File: src/rtl/prog_counter.sv
// Programmable up/down counter/timer with one-shot or auto-reload sequencing,
// start/stop handshake, done/error pulses and a saturating period counter.
module prog_counter #(
  parameter int unsigned WIDTH  = 8,
  parameter int unsigned PCNT_W = 8
) (
  input  logic              clk_i,
  input  logic              reset_i,
  input  logic              start_i,
  input  logic              stop_i,
  input  logic              enable_i,
  input  logic              dir_i,
  input  logic              mode_i,
  input  logic [WIDTH-1:0]  init_i,
  input  logic [WIDTH-1:0]  step_i,
  input  logic [WIDTH-1:0]  target_i,
  output logic [WIDTH-1:0]  count_o,
  output logic              busy_o,
  output logic              done_o,
  output logic              error_o,
  output logic [PCNT_W-1:0] periods_o
);

  localparam int unsigned EXT_W = WIDTH + 1;
  localparam logic [PCNT_W-1:0] PCNT_MAX = '1;

  typedef enum logic [1:0] {
    IDLE = 2'd0,
    RUN  = 2'd1,
    WRAP = 2'd2
  } state_t;

  state_t state_q, state_d;

  // Configuration captured when a start is accepted
  logic             dir_q,    dir_d;
  logic             mode_q,   mode_d;
  logic [WIDTH-1:0] init_q,   init_d;
  logic [WIDTH-1:0] step_q,   step_d;
  logic [WIDTH-1:0] target_q, target_d;

  logic [WIDTH-1:0]  count_d;
  logic              busy_d;
  logic              done_d;
  logic              error_d;
  logic [PCNT_W-1:0] periods_d;

  logic [EXT_W-1:0] sum_c;
  logic [EXT_W-1:0] diff_c;
  logic [WIDTH-1:0] nxt_c;
  logic             reached_c;
  logic [PCNT_W-1:0] periods_inc_c;

  // One extra bit catches overflow (up) or borrow (down) so the count clamps at target
  always_comb begin
    sum_c  = {1'b0, count_o} + {1'b0, step_q};
    diff_c = {1'b0, count_o} - {1'b0, step_q};
    if (dir_q) begin
      nxt_c     = diff_c[WIDTH-1:0];
      reached_c = diff_c[WIDTH] || (diff_c[WIDTH-1:0] <= target_q);
    end else begin
      nxt_c     = sum_c[WIDTH-1:0];
      reached_c = (sum_c >= {1'b0, target_q});
    end
  end

  assign periods_inc_c = (periods_o == PCNT_MAX) ? periods_o : periods_o + PCNT_W'(1);

  // Next-state and next-output logic
  always_comb begin
    state_d   = state_q;
    dir_d     = dir_q;
    mode_d    = mode_q;
    init_d    = init_q;
    step_d    = step_q;
    target_d  = target_q;
    count_d   = count_o;
    done_d    = 1'b0;
    error_d   = 1'b0;
    periods_d = periods_o;

    unique case (state_q)
      IDLE: begin
        // A simultaneous stop cancels the start outright, including the step check
        if (start_i && !stop_i) begin
          if (step_i == '0) begin
            error_d = 1'b1;
          end else begin
            dir_d     = dir_i;
            mode_d    = mode_i;
            init_d    = init_i;
            step_d    = step_i;
            target_d  = target_i;
            count_d   = init_i;
            periods_d = '0;
            state_d   = RUN;
          end
        end
      end

      RUN: begin
        if (stop_i) begin
          state_d = IDLE;
        end else if (enable_i) begin
          if (reached_c) begin
            count_d   = target_q;
            done_d    = 1'b1;
            periods_d = periods_inc_c;
            state_d   = mode_q ? WRAP : IDLE;
          end else begin
            count_d = nxt_c;
          end
        end
      end

      WRAP: begin
        if (stop_i) begin
          state_d = IDLE;
        end else begin
          count_d = init_q;
          state_d = RUN;
        end
      end

      default: begin
        state_d = IDLE;
      end
    endcase

    busy_d = (state_d != IDLE);
  end

  // State, configuration and output registers
  always_ff @(posedge clk_i or posedge reset_i) begin
    if (reset_i) begin
      state_q   <= IDLE;
      dir_q     <= 1'b0;
      mode_q    <= 1'b0;
      init_q    <= '0;
      step_q    <= '0;
      target_q  <= '0;
      count_o   <= '0;
      busy_o    <= 1'b0;
      done_o    <= 1'b0;
      error_o   <= 1'b0;
      periods_o <= '0;
    end else begin
      state_q   <= state_d;
      dir_q     <= dir_d;
      mode_q    <= mode_d;
      init_q    <= init_d;
      step_q    <= step_d;
      target_q  <= target_d;
      count_o   <= count_d;
      busy_o    <= busy_d;
      done_o    <= done_d;
      error_o   <= error_d;
      periods_o <= periods_d;
    end
  end

endmodule
File: config.mk
export PLATFORM = sky130hd
export DESIGN_NAME = prog_counter
export DESIGN_NICKNAME = d
export VERILOG_FILES = /design/src/rtl/prog_counter.sv
export SDC_FILE = /design/constraint.sdc
export NUM_CORES = 1
export LEC_CHECK = 0
export ABC_AREA = 1
export CAP_MARGIN = 10
export CORE_MARGIN = 2
export CORE_UTILIZATION = 46
export DETAILED_ROUTE_END_ITERATION = 8
export PLACE_DENSITY = 0.69
export SKIP_CTS_REPAIR_TIMING = 1
export SYNTH_ARGS = -nofsm -noshare
export SYNTH_HDL_FRONTEND = slang
export SYNTH_SLANG_ARGS = --single-unit
File: constraint.sdc
create_clock -name clk_i -period 3.3 [get_ports clk_i]
set_input_delay 0.495 -clock clk_i [delete_from_list [all_inputs] [get_ports clk_i]]
set_output_delay 0.495 -clock clk_i [all_outputs]
set_load 0.1 [all_outputs]
Word-level counts from Yosys, hierarchy flattened --
Cells that the tools add are included.
Word-level totals: register bits 47, bits of input ports 31, output and inout port bits 19
Cells by class: add/sub/neg operators 3, order comparisons 2, eq/ne operators 10, multiplexer cells 31, bitwise operators 1, reductions and logical operators 11
Operators with widths (number):
- two-way mux 8 bit | 13
- one-hot mux 8 bit (3 select lines) | 1
- one-hot mux 8 bit (2 select lines) | 1
- != test 2 bit, second input constant | 7
- two-way mux 2 bit | 6
- adder 8 x 8 -> 9 bit | 1
- >= comparator 9 x 8 -> 1 bit | 1
- two-way mux 1 bit | 9
- subtractor 8 x 8 -> 9 bit | 1
- adder 8 x 1 -> 8 bit, second input constant | 1
- equality test 8 bit, second input constant | 1
- <= comparator 8 bit | 1
- zero test 8 bit | 1
- AND reduction 7 bit | 1
- one-hot mux 2 bit (3 select lines) | 1
- AND reduction 6 bit | 1
- nonzero test 2 bit | 2
- AND reduction 3 bit | 1
- nonzero test 3 bit | 1
- equality test 2 x 1 -> 1 bit, second input constant | 1
- equality test 2 bit, second input constant | 1
- zero test 2 bit | 1
- logical AND 1 bit | 1
- zero test 1 bit | 1
- other kinds (2) | 2

Longest topological paths before layout --
depth after elaboration 9, mapped depth 25, depth with buffers taken out 24

Worst setup path after synthesis --
Ideal clock, no wire load.
path kind register to register, start register count_o[1], end register periods_o[2], arrival 3.391 ns, slack -0.156 ns, cell stages (with the launch flop) 19, clock period less this slack 3.456 ns, cells stage by stage dfrtp_1 > inv_1 > fa_1 > o21ai_1 > nand2_1 > nand2_1 > nand2_1 > nand2_1 > inv_1 > ha_1 > nand2_1 > nor2_1 > a21oi_1 > nand3_2 > nand2_4 > a21oi_4 > buf_6 > nand4_1 > nand2_1
Between the ends: cells in the longest elaborated chain, start to end 6, elaborated cells between the ends (all ways) 8, those cells by class add/sub: 2; order compare: 2; eq/ne: 1; mux: 1; reduce/logical: 2
RTL lines:
- start, declared | RTL line 17 | output logic [WIDTH-1:0] count_o,
- start signal, assigned | RTL line 154 | count_o <= count_d;
- subtractor 8 x 8 -> 9 bit | RTL line 57 | diff_c = {1'b0, count_o} - {1'b0, step_q};
- <= comparator 8 bit | RTL line 60 | reached_c = diff_c[WIDTH] || (diff_c[WIDTH-1:0] <= target_q);
- logical OR 1 bit | RTL line 60
- two-way mux 1 bit * | RTL line 58 | if (dir_q) begin
- != test 2 bit (no source line) *
- AND reduction 7 bit (no source line) *
- end signal, assigned | RTL line 158 | periods_o <= periods_d;
- end, declared | RTL line 21 | output logic [PCNT_W-1:0] periods_o
Mark *: on every way between the ends. The rest lies on a longest branch, timed or not. A chain may end at the register's enable or synchronous reset.

Worst setup path after layout --
start register count_o[5], end register periods_o[2]
Same word-level chain as after synthesis.

==> impl_metrics.json <==
{
  "die_h_um": 92.5,
  "startpoint_type": "flip-flop",
  "yosys-top-cells-area": "dfrtp_1, nand2_1, ha_1",
  "setup_tns_ns": 0,
  "grt_use_met3_pct": 2.85,
  "status": "complete, no violations",
  "hold_viol_final": 0,
  "instances_no_fill": 651,
  "grt_pass1_wl_um": 14600,
  "slew_violations": 0,
  "final_util_pct": 56.5,
  "clk_pin_slew_ns": 0.09,
  "tightest_slew_ns": 0.978,
  "synth_cell_type_count": 36,
  "final_common_cell": "nand2_1",
  "nets": 618,
  "busiest_layer": "met2",
  "crit_chain": "ha_1 > nor2_1 > a21boi_0 > nand2_1 > nand2_1 > nand2_1 > ha_1 > nand2_1 > nor2_1 > nand3_1 > nand2_1 > a21oi_2 > nand2_2 > nand2_4 > a21oi_4 > buf_12 > or2_1 > nand2_1",
  "timing.slew.headroom_pct": 34.6,
  "hp-start": "init_q[5]",
  "cp_max_fo": 14,
  "finalCriticalPeriod_ns": 3.04,
  "grt_start_max_net_pins": 48,
  "synth.yosys.seq_area_share_pct": 32.6,
  "rows": 32,
  "grt_pass1_vias": 3219,
  "diodes": 0,
  "cp-end-kind": "flip-flop",
  "vias": 3269,
  "synth_top_cell_by_area": "dfrtp_1",
  "htreeDepth": 2,
  "r2r_cells": 18,
  "drive_gt1_share_pct": 10.2,
  "r2r_start": "count_o[5]",
  "wirelength_um": 8750,
  "timing.rr.end": "periods_o[2]",
  "crit_family": "simple AND/OR/NAND/NOR gates",
  "final_area_um2": 4320,
  "setup_viol": 0,
  "ff2ff_setup_slack_ns": 0.26,
  "required_ns": 3.55,
  "arrival_ns": 3.29,
  "antenna_found_initial": 0,
  "first_pass_iters": 4,
  "finalClockSkew_ns": 0.0117,
  "clock-sinks": 47,
  "synthToLayoutAreaGrowth_pct": 19.8,
  "synth.area.mux_share_pct": 2.81,
  "min_path_type": "reg2reg",
  "max_clock_freq_mhz": 329,
  "cap_violations": 0,
  "io_pins": 50,
  "final_cell_mix": "nand2_1, inv_1, nor2_1, dfrtp_1, clkdlybuf4s50_1",
  "synth_edf_count": 0,
  "max_stage_delay_ns": 0.49,
  "yosysWarnings": 0,
  "tritoncts": "done",
  "dieArea_um2": 8560,
  "dp_cells": 640,
  "ant_nets": 0,
  "post-route-period-util_pct": 92.2,
  "fp.dieW_um": 92.5,
  "port_buffers": 49,
  "cts-root-buf": "clkbuf_8",
  "yosysTopAreaCellShare_pct": 32.6,
  "wl_per_cell_um": 13.4,
  "start_util_pct": 47.2,
  "drtIter0Drc": 210,
  "async_reset_ff_share_pct": 100,
  "core_area_um2": 7650,
  "cpMostUsedCell": "nand2_1",
  "cts-buffers-inserted": 5,
  "track_usage_pct": 21.1,
  "critPathKind": "reg2reg",
  "dpl-instance-area_um2": 4160,
  "post_drt_via_cell_ratio": 5.02,
  "ys_ff_latch": 47,
  "netlist_area_um2": 3610,
  "synth_fp_nets": 570,
  "dominantRegCellSynth": "dfrtp_1",
  "gr-total-overflow": 0,
  "worstHoldEndpoint": "init_q[5]",
  "cpMaxStageDelayCell": "ha_1",
  "grt_use_met2_pct": 37.3,
  "synth_compound_area_share_pct": 9.09,
  "hold_path_depth": 1,
  "clockBufferDepth": 2,
  "synth_xor_area_share_pct": 2.67,
  "synth-simple-area-share_pct": 29.4,
  "grt_util_met1_pct": 27.1,
  "drc": 0,
  "synthAdderAreaFrac_pct": 13.9,
  "worst-path-buf-inv": 1,
  "synth_top_family_by_area": "simple AND/OR/NAND/NOR gates",
  "gp_congestion": 0.926,
  "dp_hpwl_um": 6800,
  "synthCells": 500,
  "post_synth.cell_area_avg_um2": 7.21,
  "worstSkewPairLatency_ns": 0.31,
  "critPathLaunch": "count_o[5]"
}
## registers in the layout (all words and copies together), names as in the netlist
register / flops
periods_o: 8
step_q: 8
busy_o: 1
error_o: 1
target_q: 8
count_o: 8
done_o: 1
dir_q: 1
init_q: 8
mode_q: 1
state_q: 2
## stage by stage
stage,setup WS (ns),hold WS (ns)
6_report,0.256,0.523
5_1_grt,-0.0689,0.532
4_1_cts,0.114,0.519
3_5_place_dp,0.108,0.497
3_3_place_gp,0.223,0.490
2_1_floorplan,0.0145,0.481
## Yosys cell counts, types with 2 or more instances
cell / count
o21ai_1: 8
or2_2: 2
o21bai_1: 2
xor2_1: 10
inv_1: 67
clkbuf_1: 4
nand2_1: 149
o21ai_0: 22
nand4_1: 9
nand3_2: 3
nor2_2: 2
nor3_1: 3
nor2_1: 49
fa_1: 2
buf_6: 2
inv_2: 3
mux2_2: 9
ha_1: 37
dfrtp_1: 47
a21oi_1: 21
nand3_1: 28
a21oi_2: 2
buf_2: 6
## area by class of cell
class                      count  area [µm²]
fill                         736        3330
clock buffer                   7        86.3
sequential                    47        1180
multi-input combinational    369        2130
timing repair buffer          55         528
tap                          102         128
inverter                      70         263
clock inverter                 1        8.76
## per-layer routing
metal | wire length (µm) | vias up
met5 | 0 | -
met4 | 156 | 0
met3 | 299 | 11
met2 | 4340 | 66
met1 | 3950 | 1519
li1 | - | 1673
## worst register-to-register path: cells and delay by family, from the launching register on
| kind | cells | cell delay [ns] |
|---|---|---|
| simple gates | 12 | 1.07 |
| flops | 1 | 0.43 |
| buf+inv | 1 | 0.17 |
| compound gates | 3 | 0.55 |
| fa+ha+maj | 2 | 0.78 |
## kinds of logic (layout without fill, tap and decap cells)
group | count (synthesis) | after routing
compound gates | 59 | 59
simple gates | 251 | 251
mux | 9 | 9
buf+inv | 84 | 133
flops | 47 | 47
xor+xnor | 11 | 11
fa+ha+maj | 39 | 39
## worst max-delay path by stage
stage	depth (start not counted)	end	slack, ns
floorplan	18	periods_o[2]	0.01
global placement	18	periods_o[2]	0.22
detailed placement	18	periods_o[2]	0.11
CTS	18	periods_o[2]	0.11
global route	20	count_o[3]	-0.07
finish	18	periods_o[2]	0.26
Power is left out: the tool's default activity adds up to more than one toggle a clock period on the data nets, which glitch-free logic cannot reach.
